===== config.mk =====
export PLATFORM = sky130hd
export DESIGN_NAME = op_mode_controller
export DESIGN_NICKNAME = d
export VERILOG_FILES = /design/src/rtl/op_mode_controller.sv
export SDC_FILE = /design/constraint.sdc
export NUM_CORES = 1
export LEC_CHECK = 0
export CAP_MARGIN = 20
export CORE_MARGIN = 2
export CORE_UTILIZATION = 31
export CTS_BUF_LIST = sky130_fd_sc_hd__clkbuf_2
export DETAILED_ROUTE_END_ITERATION = 10
export SYNTH_ARGS = -nofsm -noshare
export SYNTH_HDL_FRONTEND = slang
export SYNTH_SLANG_ARGS = --single-unit

===== constraint.sdc =====
create_clock -name clk -period 2.11 [get_ports clk]
set_input_delay 0.422 -clock clk [delete_from_list [all_inputs] [get_ports clk]]
set_output_delay 0.422 -clock clk [all_outputs]
set_load 0.02 [all_outputs]

===== src/rtl/op_mode_controller.sv =====
// Debounces the switch-encoder op code and converts it into an exclusive,
// handshaked unit enable with a one-cycle start pulse and an invalid-op blink LED.
module op_mode_controller #(
  parameter int STABLE_CYCLES = 16,
  parameter int BLINK_PERIOD  = 8
) (
  input  logic       clk,
  input  logic       rst_n,
  input  logic [2:0] op_in,
  input  logic       busy,
  output logic [2:0] active_op,
  output logic [4:0] mode_en,
  output logic       mode_start,
  output logic       led_err
);

  localparam int CW = (STABLE_CYCLES > 1) ? $clog2(STABLE_CYCLES) : 1;
  localparam int BW = (BLINK_PERIOD > 1) ? $clog2(BLINK_PERIOD) : 1;
  localparam logic [CW-1:0] CNT_MAX   = CW'(STABLE_CYCLES - 1);
  localparam logic [CW-1:0] CNT_LOAD  = CW'(STABLE_CYCLES - 2);
  localparam logic [BW-1:0] BLINK_MAX = BW'(BLINK_PERIOD - 1);

  typedef enum logic [1:0] {
    IDLE   = 2'd0,
    ACTIVE = 2'd1,
    DRAIN  = 2'd2
  } state_t;

  state_t        state_r;
  logic [2:0]    cand_r;
  logic [CW-1:0] cnt_r;
  logic [2:0]    filt_op_r;
  logic [BW-1:0] blink_r;

  function automatic logic [4:0] onehot(input logic [2:0] op);
    case (op)
      3'd1:    onehot = 5'b10000;
      3'd2:    onehot = 5'b01000;
      3'd3:    onehot = 5'b00100;
      3'd4:    onehot = 5'b00010;
      3'd5:    onehot = 5'b00001;
      default: onehot = 5'b00000;
    endcase
  endfunction

  function automatic logic [2:0] map_op(input logic [2:0] op);
    case (op)
      3'd6, 3'd7: map_op = 3'd0;
      default:    map_op = op;
    endcase
  endfunction

  // Debounce filter: filt_op loads on the edge where cand has been seen STABLE_CYCLES times
  always_ff @(posedge clk or negedge rst_n) begin
    if (!rst_n) begin
      cand_r    <= 3'd0;
      cnt_r     <= '0;
      filt_op_r <= 3'd0;
    end else if (op_in != cand_r) begin
      cand_r <= op_in;
      cnt_r  <= '0;
    end else if (cnt_r != CNT_MAX) begin
      cnt_r <= cnt_r + CW'(1);
      if (cnt_r == CNT_LOAD) begin
        filt_op_r <= map_op(cand_r);
      end else begin
        filt_op_r <= filt_op_r;
      end
    end else begin
      filt_op_r <= map_op(cand_r);
    end
  end

  // Mode ownership FSM with registered enable, owner and start pulse
  always_ff @(posedge clk or negedge rst_n) begin
    if (!rst_n) begin
      state_r    <= IDLE;
      active_op  <= 3'd0;
      mode_en    <= 5'b00000;
      mode_start <= 1'b0;
    end else begin
      mode_start <= 1'b0;
      case (state_r)
        IDLE: begin
          if (filt_op_r != 3'd0) begin
            active_op  <= filt_op_r;
            mode_en    <= onehot(filt_op_r);
            mode_start <= 1'b1;
            state_r    <= ACTIVE;
          end else begin
            state_r <= IDLE;
          end
        end
        ACTIVE: begin
          if (filt_op_r == active_op) begin
            state_r <= ACTIVE;
          end else if (busy) begin
            mode_en <= 5'b00000;
            state_r <= DRAIN;
          end else if (filt_op_r != 3'd0) begin
            active_op  <= filt_op_r;
            mode_en    <= onehot(filt_op_r);
            mode_start <= 1'b1;
            state_r    <= ACTIVE;
          end else begin
            active_op <= 3'd0;
            mode_en   <= 5'b00000;
            state_r   <= IDLE;
          end
        end
        DRAIN: begin
          // The old owner may be re-granted here; it still gets a fresh start pulse
          if (busy) begin
            state_r <= DRAIN;
          end else if (filt_op_r != 3'd0) begin
            active_op  <= filt_op_r;
            mode_en    <= onehot(filt_op_r);
            mode_start <= 1'b1;
            state_r    <= ACTIVE;
          end else begin
            active_op <= 3'd0;
            state_r   <= IDLE;
          end
        end
        default: begin
          active_op <= 3'd0;
          mode_en   <= 5'b00000;
          state_r   <= IDLE;
        end
      endcase
    end
  end

  // Invalid-op indicator: toggles every BLINK_PERIOD cycles while filt_op is 0
  always_ff @(posedge clk or negedge rst_n) begin
    if (!rst_n) begin
      blink_r <= '0;
      led_err <= 1'b0;
    end else if (filt_op_r == 3'd0) begin
      if (blink_r == BLINK_MAX) begin
        blink_r <= '0;
        led_err <= ~led_err;
      end else begin
        blink_r <= blink_r + BW'(1);
      end
    end else begin
      blink_r <= '0;
      led_err <= 1'b0;
    end
  end

endmodule


[Word-level counts from Yosys, hierarchy flattened]
Cells that the tools add are included.
Widths: inputs -> output; s select.
Storage, ports and cells
  flip-flop bits (word level): 25
  bits of input ports: 6
  logic and storage cells: 69
  output and inout port bits: 10
Operators by class
  reductions and logical operators: 8
  bitwise logic cells: 2
  equality and inequality tests: 19
  multiplexer cells: 29
  add/sub/neg operators: 2
Operators by type and width (count)
  $mux 3: 9
  $mux 5: 5
  $pmux 5 s5: 1
  $eq 3x3->1 const B: 5
  $pmux 5 s3: 1
  $pmux 3 s3: 1
  $mux 4: 2
  $eq 3x2->1 const B: 2
  $mux 1: 6
  $ne 2x2->1 const B: 3
  $pmux 2 s3: 1
  $reduce_and 2->1: 3
  $add 4x1->4 const B: 1
  $eq 4x4->1 const B: 1
  $mux 2: 2
  $ne 2x1->1 const B: 2
  $ne 4x4->1 const B: 1
  $add 3x1->3 const B: 1
  $eq 3x1->1 const B: 1
  $eq 3x3->1: 1
  $logic_not 3->1: 1
  $ne 3x3->1: 1
  $pmux 1 s3: 1
  $reduce_bool 3->1: 1
  other kinds (6): 7

[Logic depth before layout (Yosys ltp)]
  depth after elaboration: 6
  depth in mapped cells: 6
  mapped depth without buffers: 6

[Worst setup path before layout]
No wires, ideal clock.
  path type: reg2reg
  start: register state_r[0]
  end: register mode_en[3]
  cell stages (with the launch flop): 7
  clock period less this slack: 1.575 ns
  setup time: 0.125 ns
  path slack: 0.535 ns
  arrival: 1.450 ns
  data required time: 1.985 ns
  buffers on the path: 0
  cells stage by stage: dfrtp_1 > inv_1 > ha_1 > nor2_1 > o21ai_0 > and4b_2 > mux2_4
On the way
  longest elaborated chain between the ends: 3
  elaborated cells on any way between the ends: 7
  classes of those cells: eq/ne: 4; mux: 1; reduce/logical: 2
Ends and longest elaborated chain
  start: declaration: line 29  | state_t state_r;
  start signal: assignment: line 77  | state_r <= IDLE;
  start signal: assignment: line 89  | state_r <= ACTIVE;
  start signal: assignment: line 91  | state_r <= IDLE;
  $eq 2x2->1 / $eq 2x1->1 (equally long branches): line 83  | case (state_r)
  $ne 2x2->1 (no source line)
  $reduce_and 2->1 (no source line)
  end signal: assignment: line 87  | mode_en <= onehot(filt_op_r);
  end signal: assignment: line 102  | mode_en <= onehot(filt_op_r);
  end signal: assignment: line 117  | mode_en <= onehot(filt_op_r);
  end: declaration: line 12  | output logic [4:0] mode_en,
Parallel ways exist; a longest one is shown, timed or not.
A chain may end at the register's enable or synchronous reset.

[Worst setup path after layout]
  start: register active_op[1]
  end: output port active_op[1]
RTL lines
  start: declaration: line 11  | output logic [2:0] active_op,
  start signal: assignment: line 86  | active_op <= filt_op_r;
  start signal: assignment: line 101  | active_op <= filt_op_r;
  start signal: assignment: line 116  | active_op <= filt_op_r;
No word-level cell between the ends.

==> results_tabular.tex <==
\begin{tabular}{lr}
\hline
Metric & Value \\
\hline
\multicolumn{2}{l}{\textbf{Timing}} \\
\quad Worst-case headroom to the max-slew limit & 68.7\% \\
\quad Total setup violations reported at the end of the flow & 0 \\
\quad Final hold violation count & 0 \\
\quad Final critical delay including setup and external delays & 1.89 ns \\
\quad Accumulated negative setup slack & 0 ns \\
\quad Fmax & 0.529 GHz \\
\quad Setup repair after global routing missed its margin & false \\
\quad Share of the clock period used by the worst path & between 80\% and 90\% \\
\quad Max-slew violations & 0 \\
\quad Layout Skew & 0.00909 ns \\
\quad Actual slew at the worst max-slew pin & 0.463 ns \\
\multicolumn{2}{l}{\textbf{CTS}} \\
\quad H-Tree Depth & 1 \\
\quad Hold buffer count at CTS & 0 \\
\quad Clock transition at the registers of the reported paths & 0.24 ns \\
\quad TritonCTS Sinks & 25 \\
\quad Post-CTS setup-driven buffer insertion count & 0 \\
\quad Clock latency of the later-clocked register in the worst-skew pair & 0.36 ns \\
\quad Post-cts repair resize count & 0 \\
\quad Buffer type at the clock tree root & clkbuf\_2 \\
\quad Clock buffer count from CTS & 3 \\
\quad Clock tree from TritonCTS & done \\
\quad Clock tree buffer depth & 2 \\
\multicolumn{2}{l}{\textbf{Critical path}} \\
\quad Cell breakdown of the critical path & clkdlybuf4s50\_1 \\
\quad Worst-case reg-to-reg path depth & 6 \\
\quad Reg-to-Reg Start & state\_r[0] \\
\quad Endpoint of the lowest-slack register-to-register path & mode\_en[3] \\
\quad Critical path fanouts, max & 3 \\
\quad Type of element capturing the critical path & primary output \\
\quad CP bufs+invs & 1 \\
\quad Kind of cell with the highest combined delay on the critical path & buffers and inverters \\
\quad Critical path type & register to primary output \\
\quad Max stage delay cell, worst path & clkdlybuf4s50\_1 \\
\quad Reg-to-reg slack, setup & 0.31 ns \\
\quad Element type at the critical path start & register \\
\quad Delay of the slowest critical-path stage & 0.63 ns \\
\quad Critical path data arrival time & 1.47 ns \\
\quad Data required time at the worst endpoint & 1.69 ns \\
\multicolumn{2}{l}{\textbf{GRT}} \\
\quad Pin count of the biggest net entering global routing & 26 \\
\quad First-pass GRT wire length & 4.62 mm \\
\quad Overall global routing resource usage & 11.7\% \\
\quad Initial antenna violation count & 0 \\
\quad Sum of overflow across all layers after global routing & 0 \\
\quad Via count of the first global-routing pass & 978 \\
\multicolumn{2}{l}{\textbf{Die}} \\
\quad Cell Rows & 23 \\
\quad Core region area & 4090 um2 \\
\quad Die area & 4880 um2 \\
\quad Initial standard-cell utilization of the core & between 30\% and 40\% \\
\quad Die extent in x & approximately 70 um \\
\quad Top-level I/O count & 16 \\
\quad Die span in y & roughly 70 um \\
\multicolumn{2}{l}{\textbf{Flow run}} \\
\quad Max-cap violations & 0 \\
\multicolumn{2}{l}{\textbf{Yosys}} \\
\quad Count of yosys warnings during synthesis & 0 \\
\quad Fraction of synthesized cell area taken by the top area cell type & 46.6\% \\
\quad Mean area per synthesized cell & 11.0 um2 \\
\quad Gate Count Post-Synth & approximately 120 \\
\quad Leading post-synthesis cells by cell area & dfrtp\_1 (47\%), ha\_1 (7.4\%), mux2\_4 (4.5\%) \\
\quad Area of the mapped netlist & 1340 um2 \\
\quad Post-synth top area cell & dfrtp\_1 \\
\quad Seq cells post-synth & 25 \\
\quad Proportion of synthesized chip area in sequential cells & 46.6\% \\
\quad Distinct cell type count after synthesis & 36 \\
\quad Synthesized netlist net count & 136 \\
\multicolumn{2}{l}{\textbf{Layout}} \\
\quad Share of layout cells above drive strength 1 & 15.2\% \\
\quad Ant diodes & 0 \\
\quad Nets & 153 \\
\quad Combined area of the multi-input logic cells & 643 um2 \\
\quad Commonest cells after routing, fill and taps aside & dfrtp\_1 (25), clkdlybuf4s50\_1 (15), inv\_1 (11), nor2\_1 (11), ha\_1 (8) \\
\quad Seq. cell area & roughly 630 um2 \\
\quad Leading cell type in the layout, fill and taps excluded & dfrtp\_1 \\
\quad Area growth syn-to-layout & 15.9\% \\
\quad Number of standard cells in the layout, taps in and fillers out & 188 \\
\quad Final core utilization & 38.1\% \\
\quad Fill cells & approximately 400 \\
\multicolumn{2}{l}{\textbf{Place}} \\
\quad Final weighted congestion in routability-driven placement & 0.785 \\
\quad HPWL Detailed & 1.81 mm \\
\quad Total of buffers placed on input and output ports & 15 \\
\quad Cell total after placement & 184 \\
\multicolumn{2}{l}{\textbf{Detailed routing}} \\
\quad Number of remaining DRC errors & 0 \\
\quad Vias & 906 \\
\quad Vias per std cell & 4.82 \\
\quad Average routed wire per standard cell & 13.0 um \\
\quad First-pass DRT Iterations & 4 \\
\quad Overall routed net length & 2.44 mm \\
\quad Post-route ant nets & 0 \\
\quad DRC marker count from the first detailed-route iteration & 92 \\
\multicolumn{2}{l}{\textbf{Pwr}} \\
\quad Worst ir drop on vdd & 0.354 mV \\
\quad Leakage dissipation & a little under 0.7 nW \\
\quad Power Dens Cells & between 900 and 1000 nW/um2 \\
\multicolumn{2}{l}{\textbf{Run status}} \\
\quad Status & complete, no violations \\
\multicolumn{2}{l}{\textbf{Min path}} \\
\quad Classification of the worst-slack hold path & input port to asynchronous set/reset pin \\
\hline
\end{tabular}
-- worst register-to-register path, delay by kind of cell (launching register included) --
| kind | cells | cell delay (ns) |
|---|---|---|
| adder cells (fa/ha/maj) | 1 | 0.27 |
| buffers and inverters | 1 | 0.08 |
| AND/OR/NAND/NOR | 2 | 0.49 |
| flip-flops | 1 | 0.45 |
| AO/OA/AOI/OAI | 1 | 0.18 |
| multiplexers | 1 | 0.25 |
-- stage by stage --
stage,worst slack (ns),instance area [um2],hold WS [ns],total power (W)
6_report,0.220,1560,0.379,0.00153
5_1_grt,0.130,1560,0.366,0.00166
4_1_cts,0.206,1560,0.392,0.00155
3_5_place_dp,0.169,1540,0.453,0.00135
3_3_place_gp,0.205,1540,0.426,0.00133
2_1_floorplan,0.535,1340,0.126,0.00114
-- cell type report --
cell class              instances  area share [%]
clock buffers                   4            1.29
inverters                      11            2.65
repair buffers                 17            10.6
multi-input cells              81            41.3
flip-flops and latches         25            40.2
well taps                      50            4.02
-- kinds of logic after synthesis --
group,share of synthesized area [%]
fa+ha+maj,7.45
simple gates,14.7
xor+xnor,6.33
compound gates,11.0
buf+inv,5.59
flops,46.6
mux,8.38
-- state kept, by name (all words and copies together) (netlist names) --
name        count
state_r         2
mode_start      1
active_op       3
mode_en         5
cnt_r           4
cand_r          3
blink_r         3
filt_op_r       3
led_err         1
-- routing by layer --
layer / GRT usage, % / wire length [um] / share of wire [%] / vias up
li1: - / - / - / 453
met5: 0 / 0 / 0 / -
met3: 3.20 / 83 / 3.4 / 5
met2: 18.1 / 1140 / 47 / 12
met4: 3.21 / 25 / 1.0 / 0
met1: 16.0 / 1190 / 49 / 436
-- Yosys cell counts --
| master | n |
|---|---|
| xnor2_2 | 2 |
| o211ai_1 | 2 |
| o21ai_0 | 3 |
| o32ai_1 | 1 |
| o22a_4 | 1 |
| clkbuf_1 | 3 |
| nor3_2 | 1 |
| a211oi_1 | 1 |
| inv_1 | 11 |
| o21ai_2 | 1 |
| or2b_1 | 1 |
| nand3_1 | 3 |
| and3b_1 | 1 |
| o311ai_0 | 1 |
| dfrtp_1 | 25 |
| nor2b_1 | 1 |
| mux2_2 | 2 |
| mux2i_1 | 3 |
| nor2_1 | 11 |
| or3_2 | 1 |
| nand2_1 | 5 |
| nand4_1 | 1 |
| a21oi_1 | 4 |
| and2_2 | 1 |
| buf_6 | 2 |
| nor3_1 | 5 |
| a22oi_1 | 1 |
| xnor2_1 | 6 |
| ha_1 | 8 |
| a21boi_0 | 2 |
| nor3b_1 | 3 |
| a31oi_1 | 1 |
| nand3_2 | 1 |
| and4b_2 | 1 |
| o41ai_1 | 2 |
| mux2_4 | 4 |
-- power by group --
group          internal, W  switching, W
Clock            0.0000500      0.000151
Sequential        0.000569     0.0000699
Combinational     0.000336      0.000359
Total             0.000955      0.000580
-- how the worst max path moves through the flow --
stage,endpoint,slack [ns],startpoint,cells after the start
2_1_floorplan,mode_en[3],0.54,state_r[0],6
5_1_grt,active_op[1],0.13,active_op[1],1
6_report,active_op[1],0.22,active_op[1],1
3_3_place_gp,mode_en[0],0.21,busy,5
4_1_cts,active_op[1],0.21,active_op[1],1
3_5_place_dp,mode_en[1],0.17,busy,5
Note: power is estimated with default switching activity, not from simulation.
